**src/rtl/uart_rx_core.sv**
```systemverilog
// uart_rx_core: 16x-oversampled 8N1 UART receiver (clk, reset, baudgen_tick, rxIN, rx_ack -> rxbyte, rx_valid, overrun, frame_err, busy)
module uart_rx_core (
  input  logic       clk,
  input  logic       reset,
  input  logic       baudgen_tick,
  input  logic       rxIN,
  input  logic       rx_ack,
  output logic [7:0] rxbyte,
  output logic       rx_valid,
  output logic       overrun,
  output logic       frame_err,
  output logic       busy
);
  localparam logic [1:0] IDLE = 2'd0, START = 2'd1, DATA = 2'd2, STOP = 2'd3;
  logic [1:0] state, state_n;
  logic [3:0] s, s_n;
  logic [2:0] n, n_n;
  logic [7:0] b, b_n;
  logic rx_m, rx_s, stop_end, done, ferr;
  assign busy = state != IDLE;
  assign stop_end = state == STOP && baudgen_tick && s == 4'd15;
  assign done = stop_end && rx_s;
  assign ferr = stop_end && !rx_s;
  always_comb begin
    state_n = state;
    s_n = s;
    n_n = n;
    b_n = b;
    if (state == IDLE) begin
      if (!rx_s) begin
        state_n = START;
        s_n = 4'd0;
      end
    end else if (baudgen_tick) begin
      s_n = s + 4'd1;
      if (state == START && s == 4'd7) begin
        state_n = rx_s ? IDLE : DATA;
        s_n = 4'd0;
        n_n = 3'd0;
      end else if (state == DATA && s == 4'd15) begin
        b_n = {rx_s, b[7:1]};
        n_n = n + 3'd1;
        state_n = n == 3'd7 ? STOP : DATA;
      end else if (stop_end) begin
        state_n = IDLE;
      end
    end
  end
  always_ff @(posedge clk) begin
    if (reset) begin
      {rx_s, rx_m} <= 2'b11;
      state <= IDLE;
      s <= 4'd0;
      n <= 3'd0;
      b <= 8'd0;
      rxbyte <= 8'd0;
      rx_valid <= 1'b0;
      overrun <= 1'b0;
      frame_err <= 1'b0;
    end else begin
      {rx_s, rx_m} <= {rx_m, rxIN};
      state <= state_n;
      s <= s_n;
      n <= n_n;
      b <= b_n;
      rxbyte <= done ? b : rxbyte;
      rx_valid <= done ? 1'b1 : rx_ack ? 1'b0 : rx_valid;
      overrun <= (done && rx_valid && !rx_ack) ? 1'b1 : rx_ack ? 1'b0 : overrun;
      frame_err <= ferr;
    end
  end
endmodule

```
**config.mk**
```make
export PLATFORM = sky130hd
export DESIGN_NAME = uart_rx_core
export DESIGN_NICKNAME = d
export VERILOG_FILES = /design/src/rtl/uart_rx_core.sv
export SDC_FILE = /design/constraint.sdc
export NUM_CORES = 1
export LEC_CHECK = 0
export CAP_MARGIN = 20
export CELL_PAD_IN_SITES_DETAIL_PLACEMENT = 0
export CELL_PAD_IN_SITES_GLOBAL_PLACEMENT = 2
export CORE_MARGIN = 2
export CORE_UTILIZATION = 33
export DETAILED_ROUTE_END_ITERATION = 10
export PLACE_DENSITY_LB_ADDON = 0.12
export SYNTH_ARGS = -nofsm -noshare
export SYNTH_HDL_FRONTEND = slang
export SYNTH_SLANG_ARGS = --single-unit
```
**constraint.sdc**
```tcl
create_clock -name clk -period 1.64 [get_ports clk]
set_input_delay 0.246 -clock clk [delete_from_list [all_inputs] [get_ports clk]]
set_output_delay 0.246 -clock clk [all_outputs]
set_load 0.1 [all_outputs]
```
==> summary.md, run 1 <==
| Metric | Value |
|---|---|
| Status | finished clean |
| EDFF count, synth | 0 |
| Initial drt markers | 81 |
| CP Launch Point | state[0]$_SDFFE_PP0P_ |
| Required time of the worst setup path | 1.39 ns |
| Post-route cell area | 1860 µm² |
| Slowest stage delay, CP | 0.44 ns |
| DR vias/cell | 5.57 |
| Slew @ Worst Pin | 0.432 ns |
| Final WL | 3250 µm |
| Post-DP HPWL | 2230 µm |
| Reg2reg path depth | 5 |
| Initial DRT Pass Iterations | 4 |
| Site Rows | 23 |
| Root Driver | clkbuf_8 |
| Port bufs | 16 |
| Sink Count | 30 |
| Kind of critical path | reg -> out |
| Clock-pin slew on the worst setup and hold paths | 0.06 ns |
| RR Endpoint | state[0]$_SDFFE_PP0P_ |
| Core ar. | 4030 µm² |
| Min-delay worst type | reg -> reg |
| # diodes | 0 |
| Postcts setup bufs | 0 |
| Vias in the first global route | 1174 |
| IO Pins | 17 |
| Net Count, Synth | 164 |
| P_sw | 0.324 mW |
| Placed cell area | 1710 µm² |
| Placer Congestion | 0.707 |
| Avg Inst Size Synth | 8.93 µm² |
| Vias | 1241 |
| Routed Antenna Nets | 0 |
| CTS tree | built |
| CTS buffer count | 5 |
| Commonest non-fill, non-tap cells in the layout | dfxtp_1 (29), a21oi_1 (22), nand3_1 (13), buf_12 (13), o21ai_0 (11) |
| Asr flop ratio synth | 0% |
| Min-delay src | rx_m$_SDFF_PP1_ |
| Max clock buf depth | 2 |
| Sequence of cells on the critical path | or2_2, buf_12 |
| Worst hold path depth | 1 |
| LEAKAGE | 0.648 nW |
| Final min period | 1.54 ns |
| Cell variety after synth | 41 |
| Synth warn | 0 |
| Top_reg_cell synth | dfxtp_1 |
| Die Y | 69.0 µm |
| Clock power frac | 54.0% |
| Maximum VDD drop | 0.000380 V |
| Net Sw Frac | 18.7% |
| Sequential share of the synthesized area | 43.1% |
| PD cells | 931 nW/µm² |
| Sequential Power Share | 42.5% |
| Crit path max-delay family | flip-flops |
| Hold buffer count at cts | 0 |
| WP data arrival | 1.29 ns |
| # resized after CTS | 0 |
| Hold Fails Final Rpt | 0 |
| Layout cells sized above 1 | 22.0% |
| Peak Freq | 0.649 GHz |
| Pin count of the biggest net entering global routing | 27 |
| GRT Util Overall | 16.2% |
| Initial core utilization | 34.6% |
| GRT overflow | 0 |
| DRC errors left | 0 |
| Worst setup path end | busy |
| Critical path buffer and inverter count | 1 |
| Crit share post-route | 93.9% |
| Die area | 4760 µm² |
| Slowest CP cell | dfxtp_1 |
| Synthesized instance count | 156 |
| Commonest non-fill, non-tap cell in the layout | dfxtp_1 |
| Layout Skew | 0.00128 ns |
| Die W | 69.0 µm |
| Worst reg2reg startpoint | s[0]$_SDFFE_PP0P_ |
| Post-Syn Area | 1390 µm² |
| Initial antenna violation count | 0 |
| Critical path endpoint category | output port |
| Total of max-cap violations | 0 |
| Slew headroom | 71.2% |
| Critical Path Stages | 2 |
| Worst skew pair latency | 0.28 ns |
| Final core utilization | 46.2% |
| Setup-failing EPs final | 0 |
| R2R Setup Slk | 0.17 ns |
| Area Growth Syn to Fin | 33.6% |
| Synth Register Bits | 30 |
| RSZ-0062 raised after global routing | false |
| Slew Limit Fails | 0 |
| CP Max Fanout | 14 |
| Nets | 180 |
| CTS H-tree depth | 2 |
| Global-route wire length before repair | 5640 µm |
| Avg WL per Cell | 14.6 µm |
| Critical Path Start Type | flop |
| Comb power frac | 3.5% |
| P_int | 1.41 mW |
[area by class of cell]
class,count,area (µm²)
Multi-Input combinational cell,109,697
Clock inverter,2,60.1
Inverter,3,11.3
Tap cell,50,62.6
Fill cell,403,2170
Timing Repair Buffer,23,345
Clock buffer,6,82.6
Sequential cell,30,602
[synth_stat cells (all sizes together), types with 2 or more instances]
cell	n	area [µm²]
clkbuf	7	46.3
buf	7	41.3
nand3	15	85.1
dfxtp	30	601
or2	4	25.0
nor3b	2	20.0
a21oi	22	110
nor3	2	10.0
and3	2	13.8
o31ai	9	67.6
nand4b	2	17.5
or3	2	13.8
nand4	9	56.3
o21ai	11	55.1
inv	2	7.51
nand2b	3	18.8
a211o	2	17.5
nor2	5	18.8
ha	3	37.5
o21a	2	15.0
[per-stage QoR]
stage	hold slack [ns]	setup TNS, ns	setup slack, ns	power, mW	std cells
2_1_floorplan	0.325	0	0.227	0.787	156
3_3_place_gp	0.395	-1.28	-0.122	0.813	215
3_5_place_dp	0.399	-2.44	-0.195	0.814	215
4_1_cts	0.414	0	0.0304	1.76	223
5_1_grt	0.423	0	0.0437	1.79	223
6_report	0.411	0	0.100	1.73	223
[worst register-to-register path, cell delays in order, from the launching register on]
cell     delay (ns)
dfxtp_1        0.38
ha_1           0.24
buf_4          0.14
nand4_1        0.09
a211o_1        0.31
o32ai_1        0.22
[kinds of logic (layout without fill, tap and decap cells)]
logic type	count (synthesis)	count (layout)	synth area share (%)
fa+ha+maj	3	3	2.70
flops	30	30	43.1
buf+inv	17	34	7.10
simple gates	52	52	22.9
compound gates	54	54	24.2
[routing by layer]
layer  track usage [%]  wire, µm  part of all wire, %  up-vias
li1                  -         -                    -      619
met1              22.3      1670                   51      583
met2              23.6      1340                   41       33
met3              4.71       184                  5.7        6
met4              6.62        55                  1.7        0
met5                 0         0                    0        -
[sequential cells by signal, indices dropped and copies added, names as in the netlist]
register / cells
n: 3
frame_err: 1
s: 4
b: 8
state: 2
rxbyte: 8
rx_valid: 1
rx_m: 1
overrun: 1
rx_s: 1
[worst min path at each step]
stage / to / slack [ns]
floorplan: overrun$_SDFFE_PP0P_ / 0.33
global placement: rx_s$_SDFF_PP1_ / 0.39
detailed placement: rx_s$_SDFF_PP1_ / 0.40
CTS: rx_s$_SDFF_PP1_ / 0.41
global route: rx_s$_SDFF_PP1_ / 0.42
finish: rx_s$_SDFF_PP1_ / 0.41
[power groups by stage]
stage	Sequential [mW]	Combinational (mW)	Clock (mW)
after global routing	0.737	0.0659	0.989
final	0.737	0.0606	0.935
after floorplan	0.751	0.0366	0
after global placement	0.753	0.0599	0
after CTS	0.736	0.0606	0.958
after detailed placement	0.753	0.0606	0
Note: power is estimated with default switching activity, not from simulation.
==> run 2, diff against run 1 <==
ABC_CLOCK_PERIOD_IN_PS = 1640   (was unset)
==> results of run 2 <==
The final DEF is identical to that of run 1; final timing and power are the same.
